**src/rtl/cdb_arbiter_pkg.sv**
```systemverilog
// cdb_arbiter_pkg: index helpers shared by the arbiter and its round-robin selector
package cdb_arbiter_pkg;
  function automatic int idx_width(int n);
    return n > 1 ? $clog2(n) : 1;
  endfunction
  function automatic int wrap_add(int a, int b, int n);
    int s;
    s = a + b;
    return s >= n ? s - n : s;
  endfunction
endpackage

```
**src/rtl/uarch_pkg.sv**
```systemverilog
// uarch_pkg: shared microarchitecture widths and the writeback packet format
package uarch_pkg;
  localparam int CPU_DATA_BITS = 32;
  localparam int TAG_WIDTH = 6;
  localparam int PIPE_WIDTH = 2;
  localparam int NUM_FU = 4;
  typedef struct packed {
    logic [CPU_DATA_BITS-1:0] result;
    logic [TAG_WIDTH-1:0] dest_tag;
    logic exception;
    logic is_valid;
  } writeback_packet_t;
endpackage

```
**src/rtl/cdb_arbiter_if.sv**
```systemverilog
// cdb_arbiter_if: FU result handshake and CDB broadcast bundle
interface cdb_arbiter_if import uarch_pkg::*; #(
  parameter int NUM_FU = uarch_pkg::NUM_FU,
  parameter int PIPE_WIDTH = uarch_pkg::PIPE_WIDTH
) ();
  writeback_packet_t fu_result [NUM_FU];
  logic fu_cdb_rdy [NUM_FU];
  writeback_packet_t cdb_ports [PIPE_WIDTH];
  modport master (output fu_result, input fu_cdb_rdy, input cdb_ports);
  modport slave (input fu_result, output fu_cdb_rdy, output cdb_ports);
endinterface

```
**src/rtl/cdb_arbiter_rr_select.sv**
```systemverilog
// cdb_rr_select: picks up to PIPE_WIDTH valid holds in round-robin order from rr_ptr
module cdb_rr_select import cdb_arbiter_pkg::*; #(
  parameter int NUM_FU = 4,
  parameter int PIPE_WIDTH = 2,
  parameter int IW = idx_width(NUM_FU)
) (
  input  logic [NUM_FU-1:0] hold_valid,
  input  logic [IW-1:0] rr_ptr,
  output logic [IW-1:0] gnt_idx [PIPE_WIDTH],
  output logic [PIPE_WIDTH-1:0] gnt_vld,
  output logic [NUM_FU-1:0] grant,
  output logic [IW-1:0] rr_ptr_nxt
);
  localparam int CW = $clog2(PIPE_WIDTH + 1);
  logic [CW-1:0] cnt;
  logic [IW-1:0] idx;
  logic [IW-1:0] last;
  always_comb begin
    grant = '0;
    gnt_vld = '0;
    gnt_idx = '{default: '0};
    cnt = '0;
    idx = '0;
    last = rr_ptr;
    for (int k = 0; k < NUM_FU; k++) begin
      idx = IW'(wrap_add(int'(rr_ptr), k, NUM_FU));
      if (hold_valid[idx] && cnt < CW'(PIPE_WIDTH)) begin
        for (int p = 0; p < PIPE_WIDTH; p++)
          if (cnt == CW'(p)) begin
            gnt_idx[p] = idx;
            gnt_vld[p] = 1'b1;
          end
        grant[idx] = 1'b1;
        last = idx;
        cnt = cnt + CW'(1);
      end
    end
    rr_ptr_nxt = gnt_vld[0] ? IW'(wrap_add(int'(last), 1, NUM_FU)) : rr_ptr;
  end
endmodule

```
**src/rtl/cdb_arbiter.sv**
```systemverilog
// cdb_arbiter: one-entry hold buffer per FU, round-robin grant onto registered CDB ports
module cdb_arbiter import uarch_pkg::*; import cdb_arbiter_pkg::*; #(
  parameter int NUM_FU = uarch_pkg::NUM_FU,
  parameter int PIPE_WIDTH = uarch_pkg::PIPE_WIDTH
) (
  input logic clk,
  input logic rst,
  input logic flush,
  cdb_arbiter_if.slave bus
);
  localparam int IW = idx_width(NUM_FU);
  writeback_packet_t hold_q [NUM_FU];
  writeback_packet_t hold_d [NUM_FU];
  writeback_packet_t cdb_q [PIPE_WIDTH];
  writeback_packet_t cdb_d [PIPE_WIDTH];
  logic [IW-1:0] rr_ptr_q, rr_ptr_d, rr_ptr_nxt;
  logic [IW-1:0] gnt_idx [PIPE_WIDTH];
  logic [PIPE_WIDTH-1:0] gnt_vld;
  logic [NUM_FU-1:0] hold_valid, grant, rdy;
  cdb_rr_select #(.NUM_FU(NUM_FU), .PIPE_WIDTH(PIPE_WIDTH), .IW(IW)) u_sel (
    .hold_valid(hold_valid),
    .rr_ptr(rr_ptr_q),
    .gnt_idx(gnt_idx),
    .gnt_vld(gnt_vld),
    .grant(grant),
    .rr_ptr_nxt(rr_ptr_nxt)
  );
  always_comb begin
    hold_valid = '0;
    for (int i = 0; i < NUM_FU; i++) hold_valid[i] = hold_q[i].is_valid;
  end
  // flush overrides capture and grant; a result offered during flush is accepted and dropped
  always_comb begin
    rdy = '0;
    hold_d = hold_q;
    cdb_d = '{default: '0};
    for (int i = 0; i < NUM_FU; i++) begin
      rdy[i] = !hold_valid[i] || grant[i];
      hold_d[i] = flush ? '0
                : (bus.fu_result[i].is_valid && rdy[i]) ? bus.fu_result[i]
                : grant[i] ? '0 : hold_q[i];
    end
    for (int p = 0; p < PIPE_WIDTH; p++)
      cdb_d[p] = (flush || !gnt_vld[p]) ? '0 : hold_q[gnt_idx[p]];
    rr_ptr_d = flush ? '0 : rr_ptr_nxt;
  end
  always_ff @(posedge clk or negedge rst)
    if (!rst) begin
      hold_q <= '{default: '0};
      cdb_q <= '{default: '0};
      rr_ptr_q <= '0;
    end else begin
      hold_q <= hold_d;
      cdb_q <= cdb_d;
      rr_ptr_q <= rr_ptr_d;
    end
  for (genvar i = 0; i < NUM_FU; i++) begin : g_rdy
    assign bus.fu_cdb_rdy[i] = rdy[i];
  end
  for (genvar p = 0; p < PIPE_WIDTH; p++) begin : g_cdb
    assign bus.cdb_ports[p] = cdb_q[p];
  end
endmodule
```
**src/flat_wrapper.sv**
```systemverilog
// flat-port wrapper written by rule: the top's interface ports become plain ports
module cdb_arbiter_flat import uarch_pkg::*; import cdb_arbiter_pkg::*;
#(
  parameter int NUM_FU = uarch_pkg::NUM_FU,
  parameter int PIPE_WIDTH = uarch_pkg::PIPE_WIDTH
)
  (clk, rst, flush, bus_fu_result, bus_fu_cdb_rdy, bus_cdb_ports);
  cdb_arbiter_if #(.NUM_FU(NUM_FU), .PIPE_WIDTH(PIPE_WIDTH)) bus_i ();
  input logic clk;
  input logic rst;
  input logic flush;
  input wire logic [$bits(bus_i.fu_result)-1:0] bus_fu_result;
  output wire logic [$bits(bus_i.fu_cdb_rdy)-1:0] bus_fu_cdb_rdy;
  output wire logic [$bits(bus_i.cdb_ports)-1:0] bus_cdb_ports;
  assign bus_i.fu_result = {>>{bus_fu_result}};
  assign bus_fu_cdb_rdy = {>>{bus_i.fu_cdb_rdy}};
  assign bus_cdb_ports = {>>{bus_i.cdb_ports}};
  cdb_arbiter #(.NUM_FU(NUM_FU), .PIPE_WIDTH(PIPE_WIDTH)) u_core (.clk(clk), .rst(rst), .flush(flush), .bus(bus_i));
endmodule
```
**config.mk**
```make
export PLATFORM = sky130hd
export DESIGN_NAME = cdb_arbiter_flat
export DESIGN_NICKNAME = d
export VERILOG_FILES = /design/src/rtl/cdb_arbiter_pkg.sv /design/src/rtl/uarch_pkg.sv /design/src/rtl/cdb_arbiter_if.sv /design/src/rtl/cdb_arbiter_rr_select.sv /design/src/rtl/cdb_arbiter.sv /design/src/flat_wrapper.sv
export SDC_FILE = /design/constraint.sdc
export NUM_CORES = 1
export LEC_CHECK = 0
export CORE_UTILIZATION = 51
export CTS_CLUSTER_DIAMETER = 60
export DETAILED_ROUTE_END_ITERATION = 8
export PLACE_DENSITY = 0.84
export SLEW_MARGIN = 20
export SYNTH_ARGS = -nofsm -noshare
export SYNTH_HDL_FRONTEND = slang
export SYNTH_HIERARCHICAL = 1
export SYNTH_SLANG_ARGS = --single-unit
```
**constraint.sdc**
```tcl
create_clock -name clk -period 5.6 [get_ports clk]
set_input_delay 1.12 -clock clk [delete_from_list [all_inputs] [get_ports clk]]
set_output_delay 1.12 -clock clk [all_outputs]
set_load 0.01 [all_outputs]
```
==> flow_metrics.env <==
export IMPL_synth_edf_count=0
export IMPL_drive_gt1_share_pct=11.1
export IMPL_design_die_area_mm2=0.0226
export IMPL_ys_flop_type="dfrtp_1"
export IMPL_fin_skew_ns=0.0205
export IMPL_gr_usage_all_layers_pct=29.5
export IMPL_fin_nets=1273
export IMPL_grt_antenna_before_repair=1
export IMPL_die_w_um=150
export IMPL_ios=247
export IMPL_crit_path_end_kind="output pin"
export IMPL_hold_path_class="flop to flop"
export IMPL_powerDensity_mw_per_mm2=533
export IMPL_async_flop_share_pct=100
export IMPL_syn_to_final_growth_pct=33.3
export IMPL_period_minus_slack_ns=5.36
export IMPL_placementRows=53
export IMPL_cts_buffers=27
export IMPL_synth_distinct_cells=53
export IMPL_cts_root_buf="clkbuf_16"
export IMPL_core_area_mm2=0.0213
export IMPL_postPlaceCellArea_mm2=0.0139
export IMPL_groute_layer_met3_usage_pct=6.36
export IMPL_met1_usage_pct=39.0
export IMPL_worstPathCellList="inv_1 -> ha_1 -> mux4_2 -> ha_1 -> nor2_1 -> a22oi_4 -> a211oi_4 -> nand2_1 -> nand2_1 -> nor2b_1 -> inv_1 -> clkdlybuf4s50_1"
export IMPL_portBuffers=246
export IMPL_overflow=0
export IMPL_die_height_um=150
export IMPL_critical_path_max_fanout=10
export IMPL_synth_seq_cells=242
export IMPL_wire_per_inst_um=23.6
export IMPL_initial_core_util_pct=52.6
export IMPL_hold_slack_ns=0.524
export IMPL_tightest_slew_ns=1.12
export IMPL_critical_path_class="flop to output pin"
export IMPL_clockBufferDepth=3
export IMPL_critPathSlowestCell="mux4_2"
export IMPL_syn_inst=870
export IMPL_avgSynthCellArea_um2=12.9
export IMPL_critPathArrivalTime_ns=4.24
export IMPL_power_leakage_nw=6.45
export IMPL_syn_num_nets=1044
export IMPL_ant_nets=0
export IMPL_dr_pass1_iters=5
export IMPL_syn_cell_area_mm2=0.0112
export IMPL_yosys_warnings=6
export IMPL_worstSkewPairLatency_ns=0.52
export IMPL_status="finished clean"
export IMPL_start_kind="flop"
export IMPL_final_area_mm2=0.0149
export IMPL_cp_num_buf_inv=3
export IMPL_hpwl_mm=21.0
export IMPL_grt_pass1_wl_mm=50.6
export IMPL_grt_pass1_vias=8867
export IMPL_hold_viol=0
export IMPL_grt_busiest_layer="met2"
export IMPL_met2_usage_pct=48.1
export IMPL_maxSlewViolCount=0
export IMPL_setup_violations=0
export IMPL_crit_required_ns=4.48
export IMPL_fin_crit_sh_pct=95.7
export IMPL_ys_seq_area_share_pct=54.1
export IMPL_cts_sinks=242
export IMPL_htree_levels=1
export IMPL_via_count=8536
export IMPL_drtIter0Drc=491
export IMPL_cap_violations=0
export IMPL_ir_worst_vdd_mv=0.382
export IMPL_post_route_drc_count=0
export IMPL_grt_max_degree=93
export IMPL_cpLargestDelayFamily="buffers and inverters"
export IMPL_via_per_inst=6.12
export IMPL_routed_wl_mm=33.0
export IMPL_fmax_ghz=0.187
export IMPL_path_clk_slew_ns=0.06
export IMPL_cts_tree="built"
export IMPL_gp_congestion=0.863
export IMPL_critPathMaxStageDelay_ns=0.64
export IMPL_relSlewSlack_pct=25.0
export IMPL_holdBufCountCts=0
==> kinds of logic after synthesis <==
group,synth area share [%]
multiplexers,16.0
buffers and inverters,4.13
adder cells (fa/ha/maj),1.23
AND/OR/NAND/NOR,3.35
XOR/XNOR,0.0782
AO/OA/AOI/OAI,21.1
flip-flops,54.1
==> where the power goes <==
part	switching, mW	internal (mW)	leakage (nW)	total [mW]
clock	0.692	1.21	0.474	1.90
sequential	0.204	2.05	3.28	2.26
combinational	2.14	1.65	2.69	3.80
total	3.04	4.92	6.45	7.96
==> layout by cell type, fill, tap and decap left out, types with 3 or more instances in the layout <==
master             n
mux2_2             3
nand2_1           20
nand3_1            3
clkbuf_1           6
o22ai_2           20
buf_12             3
clkbuf_8           4
clkdlybuf4s50_1  245
inv_1             13
nor3b_4            4
o21ai_0            4
a211oi_4           5
nor2b_1            8
a22oi_1            3
dfrtp_1          242
o22ai_1           62
a21oi_1            5
a222oi_1           4
clkinv_2           4
bufinv_16          6
ha_1              10
nor2_1            21
nor3_1             3
clkbuf_16         27
mux2i_1          166
buf_4             30
a22o_1           158
==> sequential cells by signal (all words and copies together) (netlist names) <==
signal	count
u_core/rr_ptr_q	2
u_core/bus.cdb_ports	80
u_core/hold_q	160
==> metrics by stage <==
step                utilization (%)  setup TNS, ns  cells  setup slack, ns  power, mW
floorplan                         -              0    870            0.945       4.76
global placement               65.5              0   1343            0.792       5.97
detailed placement             65.5              0   1343            0.739       6.01
CTS                            70.0              0   1391            0.153       7.94
global route                   70.1        -0.0138   1393          -0.0138       8.30
finish                         70.2              0   1395            0.239       7.96
==> worst paths after layout <==
| path | from | endpoint | slack (ns) | cells after the start |
|---|---|---|---|---|
| min in group asynchronous | rst | u_core/hold_q[141] | 0.59 | 1 |
| worst min register to register | u_core/hold_q[68] | u_core/hold_q[68] | 0.52 | 1 |
| max in group asynchronous | rst | u_core/bus.cdb_ports[77] | 3.71 | 2 |
| worst max-delay path | u_core/rr_ptr_q[0] | bus_fu_cdb_rdy[2] | 0.24 | 12 |
| worst max register to register | u_core/rr_ptr_q[0] | u_core/bus.cdb_ports[15] | 0.80 | 14 |
| worst min-delay path | u_core/hold_q[68] | u_core/hold_q[68] | 0.52 | 1 |
==> cells in the mapped netlist, drive strengths merged, types with 5 or more instances <==
cell,instances,area (um2)
a22o,158,1380
nor2,22,85.1
mux2i,168,1690
ha,11,138
mux2,6,75.1
a211oi,5,70.1
nor2b,9,58.8
nand2,20,75.1
a21oi,5,25.0
inv,13,48.8
dfrtp,242,6060
nor3b,5,57.6
o22ai,82,638
clkbuf,19,71.3
buf,60,343
==> routing by layer <==
layer / vias up / part of all wire [%]
li1: 3785 / -
met5: - / 0
met3: 63 / 8.1
met2: 409 / 48
met1: 4279 / 41
met4: 0 / 3.0
==> timing repair <==
item | CTS | global route
setup buffers | 0 | 2
endpoints found under the hold margin | 0 | 0
gates resized for setup | 0 | 1
setup endpoints to repair | 0 | 4
==> layout make-up <==
type,count,area (um2)
Inverter,13,48.8
Fill cell,1486,6350
Multi-Input combinational cell,536,4760
Clock buffer,37,753
Antenna cell,2,5.00
Clock inverter,11,209
Tap cell,275,344
Timing Repair Buffer,279,2750
Sequential cell,242,6060
No activity file was read; power rests on OpenSTA's default activity.
